==> src/rtl/symbol_aligner.sv <==
// Purpose: K28.5 comma word aligner between the deserializer and the elastic buffer. Optional SYMBOL_ALIGNER_LOSS_CNT_EN adds lock_loss_count.
// Latency: 1 cycle from data_in to data_out.
// Backpressure: none; data_in_valid low freezes all alignment state and drops the output strobes.
module symbol_aligner #(
    parameter int LOCK_COUNT     = 3,
    parameter int MISALIGN_LIMIT = 4
) (
    input  logic       recovered_clock,
    input  logic       recovered_reset,
    input  logic [9:0] data_in,
    input  logic       data_in_valid,
    output logic [9:0] data_out,
    output logic       data_out_valid,
    output logic       comma_detected,
    output logic       locked,
    output logic [3:0] offset
`ifdef SYMBOL_ALIGNER_LOSS_CNT_EN
    ,
    output logic [7:0] lock_loss_count
`endif
);

    localparam logic [9:0] COMMA_NEG = 10'b0011111010;
    localparam logic [9:0] COMMA_POS = 10'b1100000101;
    localparam logic [3:0] LOCK_CNT  = 4'(LOCK_COUNT);
    localparam logic [3:0] MIS_LIM   = 4'(MISALIGN_LIMIT);

    typedef enum logic [1:0] {
        HUNT   = 2'd0,
        VERIFY = 2'd1,
        LOCKED = 2'd2
    } state_t;

    state_t      state;
    state_t      state_nxt;
    logic [9:0]  prev_word;
    logic [3:0]  match_cnt;
    logic [3:0]  match_cnt_nxt;
    logic [3:0]  misalign_cnt;
    logic [3:0]  misalign_cnt_nxt;
    logic [3:0]  offset_nxt;
    logic [19:0] window;
    logic [9:0]  cand [16];
    logic [15:0] match;
    logic [3:0]  first_k;
    logic        any_match;
    logic        match_cur;

    assign window = {prev_word, data_in};

    // Offsets 10..15 are unreachable; they stay zero so a 4-bit index is always in range.
    always_comb begin
        match = '0;
        for (int k = 0; k < 16; k++) begin
            cand[k] = '0;
            if (k < 10) begin
                cand[k]  = window[19-k -: 10];
                match[k] = (cand[k] == COMMA_NEG) || (cand[k] == COMMA_POS);
            end
        end
    end

    // Scan downward so the lowest matching offset is the one that sticks.
    always_comb begin
        first_k = '0;
        for (int k = 9; k >= 0; k--) begin
            if (match[k]) begin
                first_k = 4'(k);
            end
        end
    end

    assign any_match = |match;
    assign match_cur = match[offset];

    always_comb begin
        state_nxt        = state;
        offset_nxt       = offset;
        match_cnt_nxt    = match_cnt;
        misalign_cnt_nxt = misalign_cnt;
        if (data_in_valid && any_match) begin
            unique case (state)
                HUNT: begin
                    offset_nxt    = first_k;
                    match_cnt_nxt = 4'd1;
                    state_nxt     = (LOCK_COUNT == 1) ? LOCKED : VERIFY;
                end
                VERIFY: begin
                    if (match_cur) begin
                        if (match_cnt + 4'd1 >= LOCK_CNT) begin
                            match_cnt_nxt = LOCK_CNT;
                            state_nxt     = LOCKED;
                        end else begin
                            match_cnt_nxt = match_cnt + 4'd1;
                        end
                    end else begin
                        offset_nxt    = first_k;
                        match_cnt_nxt = 4'd1;
                    end
                end
                LOCKED: begin
                    // The word boundary is frozen here; only the misalign counter moves.
                    if (match_cur) begin
                        misalign_cnt_nxt = '0;
                    end else if (misalign_cnt + 4'd1 >= MIS_LIM) begin
                        state_nxt        = HUNT;
                        match_cnt_nxt    = '0;
                        misalign_cnt_nxt = '0;
                    end else begin
                        misalign_cnt_nxt = misalign_cnt + 4'd1;
                    end
                end
                default: begin
                    state_nxt = HUNT;
                end
            endcase
        end
    end

    always_ff @(posedge recovered_clock or negedge recovered_reset) begin
        if (!recovered_reset) begin
            state        <= HUNT;
            offset       <= '0;
            match_cnt    <= '0;
            misalign_cnt <= '0;
        end else begin
            state        <= state_nxt;
            offset       <= offset_nxt;
            match_cnt    <= match_cnt_nxt;
            misalign_cnt <= misalign_cnt_nxt;
        end
    end

    always_ff @(posedge recovered_clock or negedge recovered_reset) begin
        if (!recovered_reset) begin
            prev_word      <= '0;
            data_out       <= '0;
            data_out_valid <= 1'b0;
            comma_detected <= 1'b0;
        end else if (data_in_valid) begin
            prev_word      <= data_in;
            data_out       <= cand[offset_nxt];
            data_out_valid <= (state_nxt == LOCKED);
            comma_detected <= match[offset_nxt];
        end else begin
            data_out_valid <= 1'b0;
            comma_detected <= 1'b0;
        end
    end

    assign locked = (state == LOCKED);

`ifdef SYMBOL_ALIGNER_LOSS_CNT_EN
    always_ff @(posedge recovered_clock or negedge recovered_reset) begin
        if (!recovered_reset) begin
            lock_loss_count <= '0;
        end else if ((state == LOCKED) && (state_nxt == HUNT) && (lock_loss_count != 8'hFF)) begin
            lock_loss_count <= lock_loss_count + 8'd1;
        end
    end
`endif

endmodule

==> config.mk <==
export PLATFORM = sky130hd
export DESIGN_NAME = symbol_aligner
export DESIGN_NICKNAME = d
export VERILOG_FILES = /design/src/rtl/symbol_aligner.sv
export SDC_FILE = /design/constraint.sdc
export NUM_CORES = 1
export LEC_CHECK = 0
export ABC_AREA = 0
export BUFFER_PORTS_ARGS = -buffer_cell sky130_fd_sc_hd__buf_2
export CAP_MARGIN = 40
export CORE_UTILIZATION = 57
export CTS_BUF_LIST = sky130_fd_sc_hd__clkbuf_4
export CTS_CLUSTER_SIZE = 16
export DETAILED_ROUTE_END_ITERATION = 10
export PLACE_DENSITY_LB_ADDON = 0.05
export SLEW_MARGIN = 10
export SYNTH_ARGS = -nofsm -noshare
export SYNTH_HDL_FRONTEND = slang
export SYNTH_SLANG_ARGS = --single-unit
export TNS_END_PERCENT = 30
==> constraint.sdc <==
create_clock -name recovered_clock -period 3.35 [get_ports recovered_clock]
set_input_delay 0.1675 -clock recovered_clock [delete_from_list [all_inputs] [get_ports recovered_clock]]
set_output_delay 0.1675 -clock recovered_clock [all_outputs]
set_load 0.01 [all_outputs]
; Word level (Yosys, flattened, before mapping)
; Index checks and enable logic that the tools add are counted.
[word_totals]
regBits = 36
in_bits = 13
output_inout_bits = 17
word_cells = 92
[op_classes]
add_sub_neg = 2
n_lt_le_gt_ge = 5
n_eq_ne = 25
mux = 35
n_bitwise = 1
n_reduce_logical = 16
[op_table]
columns = cell, count
row1 = "10-bit equality test, second input constant", 10
row2 = "10-bit by 8-bit equality test with 1-bit output, second input constant", 10
row3 = 4-bit two-way mux, 18
row4 = 10-bit binary-select mux with 4-bit select, 1
row5 = 10-bit two-way mux, 2
row6 = 4-bit one-hot mux with 3 select lines, 1
row7 = 1-bit logical OR, 10
row8 = "4-bit by 5-bit < comparator with 1-bit output, second input constant", 2
row9 = 2-bit two-way mux, 5
row10 = 10-bit OR reduction, 1
row11 = "4-bit by 1-bit adder with 4-bit output, second input constant", 2
row12 = 1-bit binary-select mux with 4-bit select, 2
row13 = 4-bit one-hot mux with 2 select lines, 1
row14 = 2-bit one-hot mux with 3 select lines, 1
row15 = "5-bit greater-or-equal comparator, second input constant", 1
row16 = 4-bit inverter with 5-bit output, 1
row17 = "2-bit equality test, second input constant", 2
row18 = "4-bit by 2-bit greater-or-equal comparator with 1-bit output, second input constant", 1
row19 = "4-bit by 3-bit greater-or-equal comparator with 1-bit output, second input constant", 1
row20 = 1-bit two-way mux, 4
row21 = 4-bit AND reduction, 1
row22 = 3-bit nonzero test, 1
row23 = "2-bit by 1-bit equality test with 1-bit output, second input constant", 1
row24 = 2-bit zero test, 1
row25 = 4 further kinds, 4

; Longest topological paths before layout
[logic_depth]
ltp_word = 19
depth_mapped = 15
mapped_depth_nobuf = 11

; Worst setup path after synthesis
; Ideal clock, no wire load.
[synth_timing]
path_kind = reg-to-reg
start = register prev_word[2]
end = register data_out[7]
setup_time_ns = 0.126
t_arrival_ns = 3.064
t_required_ns = 3.224
path_slack_ns = 0.159
stages_incl_launch_ff = 14
n_path_buf = 2
synth_period_minus_slack_ns = 3.191
path_cell_list = dfrtp_1 -> buf_6 -> and4bb_4 -> a2bb2oi_2 -> nor3b_1 -> or4_4 -> o311ai_4 -> a32oi_1 -> and3b_1 -> buf_6 -> inv_4 -> mux2_4 -> a31o_1 -> a311o_1
[synth_via]
elab_chain_cells = 17
word_cells_on_any_way = 43
[synth_rtl]
columns = item, line_no
row1 = from (decl), 36  ; logic [9:0] prev_word;
row2 = from (signal assigned), 141  ; prev_word <= data_in;
row3 = 10-bit by 8-bit equality test with 1-bit output or 10-bit equality test (tied branches), 58  ; match[k] = (cand[k] == COMMA_NEG) || (cand[k] == COMMA_POS);
row4 = 1-bit logical OR, 58
row5 = 4-bit two-way mux (8 in series), 67  ; if (match[k]) begin
row6 = 4-bit two-way mux, 89  ; if (match_cur) begin
row7 = 4-bit one-hot mux with 2 select lines, 82  ; unique case (state)
row8 = 4-bit two-way mux, 81  ; if (data_in_valid && any_match) begin
row9 = 4-bit inverter with 5-bit output (implied by the code), 142  ; data_out <= cand[offset_nxt];
row10 = 10-bit binary-select mux with 4-bit select (*), 142
row11 = 10-bit two-way mux (implied by the code) (*) (2 in series), 142
row12 = to (signal assigned), 142
row13 = to (decl), 12  ; output logic [9:0] data_out,
; Every way passes the cells marked *; elsewhere a longest branch is shown, timed or not. The select of a mux whose other input is x is not followed.
; A chain may end at the register's enable or synchronous reset.

; Final worst setup path
[layout_timing]
start = register prev_word[0]
end = register data_out[7]
[layout_via]
elab_chain_cells = 19
word_cells_on_any_way = 51
[layout_rtl]
columns = item, line_no
row1 = 10-bit by 8-bit equality test with 1-bit output or 10-bit equality test (tied branches), 58
row2 = 1-bit logical OR, 58
row3 = 4-bit two-way mux (10 in series), 67
row4 = 4-bit two-way mux, 89
row5 = 4-bit one-hot mux with 2 select lines, 82
row6 = 4-bit two-way mux, 81
row7 = 4-bit inverter with 5-bit output (implied by the code), 142
row8 = 10-bit binary-select mux with 4-bit select (*), 142
row9 = 10-bit two-way mux (implied by the code) (*) (2 in series), 142
; Marks and branches as above.

==> out/qor.yml <==
portBuffers: 29
vias_per_cell: 6.70
chipWidth_microns: 80.0
internal_power_mw: 1.17
reg2reg_from: "prev_word[0]"
drv_cap: 0
drt_first_iter_violations: 317
required_ns: 3.58
swShare_pct: 44.6
cts_buffers: 5
cts_sinks: 36
grt_usage_pct: 34.1
startpoint_type: "flop"
fin_skew_ns: 0.0218
status: "completed"
diodes: 0
crit_arrival_ns: 3.49
reg2regPathDepth: 12
root_buffer: "clkbuf_4"
worstHoldEndpoint: "prev_word[0]"
finalSetupViolCount: 0
peakVddDrop_v: 0.000357
synth_flop_cell: "dfrtp_1"
ys_seq_elements: 36
drc: 0
slew_headroom_pct: 63.4
ys_seq_area_share_pct: 26.0
tritoncts: "done"
p_switching_uw: 939
initial_core_util_pct: 59.0
critPathBufInv: 2
multiInputGateArea_sq_um: 2400
htreeDepth: 2
fp.dieH_microns: 80.0
ant_nets: 0
p_clk_share_pct: 11.8
area_delta_synth_final_pct: 18.9
fill_cells: 482
clk_latency_ns: 0.36
critical_path.cell_chain: "buf_12 -> and4bb_4 -> a2bb2oi_2 -> nor3b_1 -> or4_4 -> o31a_1 -> nand4_1 -> and3b_2 -> clkinv_4 -> mux2_4 -> a31o_1 -> a311o_1"
drt_first_pass_iters: 7
max_stage_delay_ns: 0.60
grt_pass1_vias: 3373
hold_viol: 0
setup_ws_ns: 0.0936
grt_pass1_wl_microns: 16700
post-dp-hpwl_microns: 7550
powerDensity_nw_per_um2: 510
finalMaxSlewViolations: 0
clockBufferDepth: 2
ys.warnings.count: 0
seqCellArea_sq_um: 907
row_count: 28
avgSynthCellArea_sq_um: 8.51
gr-total-overflow: 0
hp-class: "in -> reg"
syn_inst: 408
critPathMaxFanout: 8
synthDistinctLibCells: 82
hold_depth: 2
setup_tns_ns: 0
tightestPinTransition_ns: 0.541
core_sq_um: 5890
cp-end-kind: "flop"
synth_nets: 428
pwr-share-seq_pct: 29.6
crit_family: "simple AND/OR/NAND/NOR gates"
syn-cell-area_sq_um: 3470
ioPinCount: 30
async_flop_share_pct: 100
combPwrFrac_pct: 58.6
slowest_stage: "or4_4"
antenna_found_initial: 0
clock.fmax_ghz: 0.307
gp_congestion: 1.01
wl_per_cell_microns: 19.7
r2r-end: "data_out[7]"
fin_crit_ns: 3.26
min_from: "data_in[0]"
pre_cts_slack_ns: -0.0374
drive_gt1_share_pct: 31.8
synth-edff-count: 0
finalCritPeriodShare_pct: 97.2
route.vias.total: 3640
fin_nets: 487
critPathKind: "reg -> reg"
clk_pin_slew_ns: 0.12
p_leak_nw: 1.77
dieArea_sq_um: 6410
rrSetupSlack_ns: 0.09
routed_wl_microns: 10700
grt_max_degree: 37
[synth_stat cells, drive strengths merged (7+ instances only)]
cell type	n	area share (%)
ha	7	2.5
mux2	24	7.9
a21oi	22	3.2
mux2i	10	2.9
clkbuf	9	0.97
nor2	21	2.8
o21ai	25	3.9
nand3	31	4.5
nand4	14	2.5
dfrtp	36	26
buf	22	4.0
nor2b	12	2.4
nand2	32	3.5
inv	17	2.0
a31oi	10	1.8
o31ai	7	1.5
[final cells by class]
class	instances	area share, %
inverters	17	1.79
clock inverters	1	0.0909
multi-input cells	324	58.1
repair buffers	83	14.5
clock buffers	7	1.27
flip-flops and latches	36	22.0
well taps	75	2.27
[timing repair]
action / 4_1_cts / 5_1_grt
endpoints found under the hold margin: 36 / 0
buffers inserted: 0 / 8
cloned: 0 / 0
gates resized for setup: 4 / 22
hold buffers: 1 / 0
setup endpoints to repair: 2 / 10
pin swaps: 0 / 9
[registers in the layout, summed over array words and instances, names as in the netlist]
name / cells
comma_detected: 1
data_out: 10
data_out_valid: 1
match_cnt: 4
misalign_cnt: 4
offset: 4
prev_word: 10
state: 2
[metrics by stage]
stage / cells / util, % / hold slack, ns / total power, mW / instance area, sq um
floorplan: 408 / - / -0.128 / 1.39 / 3470
global placement: 525 / 65.7 / 0.308 / 1.75 / 3870
detailed placement: 525 / 65.7 / 0.321 / 1.75 / 3870
CTS: 534 / 67.0 / 0.0388 / 2.01 / 3940
global route: 543 / 70.1 / 0.0380 / 2.25 / 4130
finish: 543 / 70.1 / 0.0368 / 2.11 / 4130
[power by group through the flow]
stage	Combinational (mW)	Clock (mW)	Sequential [mW]
6_report	1.24	0.249	0.623
5_1_grt	1.34	0.272	0.638
4_1_cts	1.14	0.254	0.622
3_5_place_dp	1.12	0	0.629
3_3_place_gp	1.12	0	0.626
2_1_floorplan	0.753	0	0.641
[logic make-up after synthesis]
group / share of synthesized area (%)
AO/OA/AOI/OAI: 23.4
flip-flops: 26.0
multiplexers: 10.8
XOR/XNOR: 0.505
AND/OR/NAND/NOR: 29.9
adder cells (fa/ha/maj): 2.52
buffers and inverters: 6.92
[cells in the final DEF, fill, tap and decap left out, types with 11 or more instances in the layout]
cell type | Yosys | final
nor2_1 | 19 | 19
inv_1 | 14 | 14
nor2b_1 | 11 | 11
o21ai_0 | 22 | 20
a21oi_1 | 22 | 22
nand2_1 | 32 | 32
nand3_1 | 31 | 31
buf_2 | 14 | 30
mux2_2 | 21 | 21
nand4_1 | 14 | 14
dfrtp_1 | 36 | 31
buf_4 | 2 | 46
[metal layers]
| layer | up-vias | track usage [%] | share of wire [%] |
|---|---|---|---|
| met5 | - | 0 | 0 |
| met4 | 0 | 14.1 | 3.8 |
| met3 | 42 | 4.80 | 7.3 |
| met2 | 190 | 56.5 | 47 |
| met1 | 1725 | 44.3 | 42 |
| li1 | 1683 | - | - |
[how the worst max path moves through the flow]
stage                       startpoint  cells past startpoint  slack (ns)              to
after floorplan           prev_word[2]                     13        0.16     data_out[7]
after global placement    prev_word[0]                     11      -0.005  comma_detected
after detailed placement  prev_word[0]                     11       -0.04  comma_detected
after CTS                 prev_word[0]                     11       0.001  comma_detected
after global routing      prev_word[2]                     12       -0.04     data_out[7]
final                     prev_word[0]                     12        0.09     data_out[7]
[worst register-to-register path: stages, from the launching register on]
cell and delay, ns:
dfrtp_2 0.44, buf_12 0.14, and4bb_4 0.22, a2bb2oi_2 0.13, nor3b_1 0.06, or4_4 0.60
o31a_1 0.32, nand4_1 0.09, and3b_2 0.24, clkinv_4 0.10, mux2_4 0.31, a31o_1 0.21
a311o_1 0.26
No activity file was read; power rests on OpenSTA's default activity.
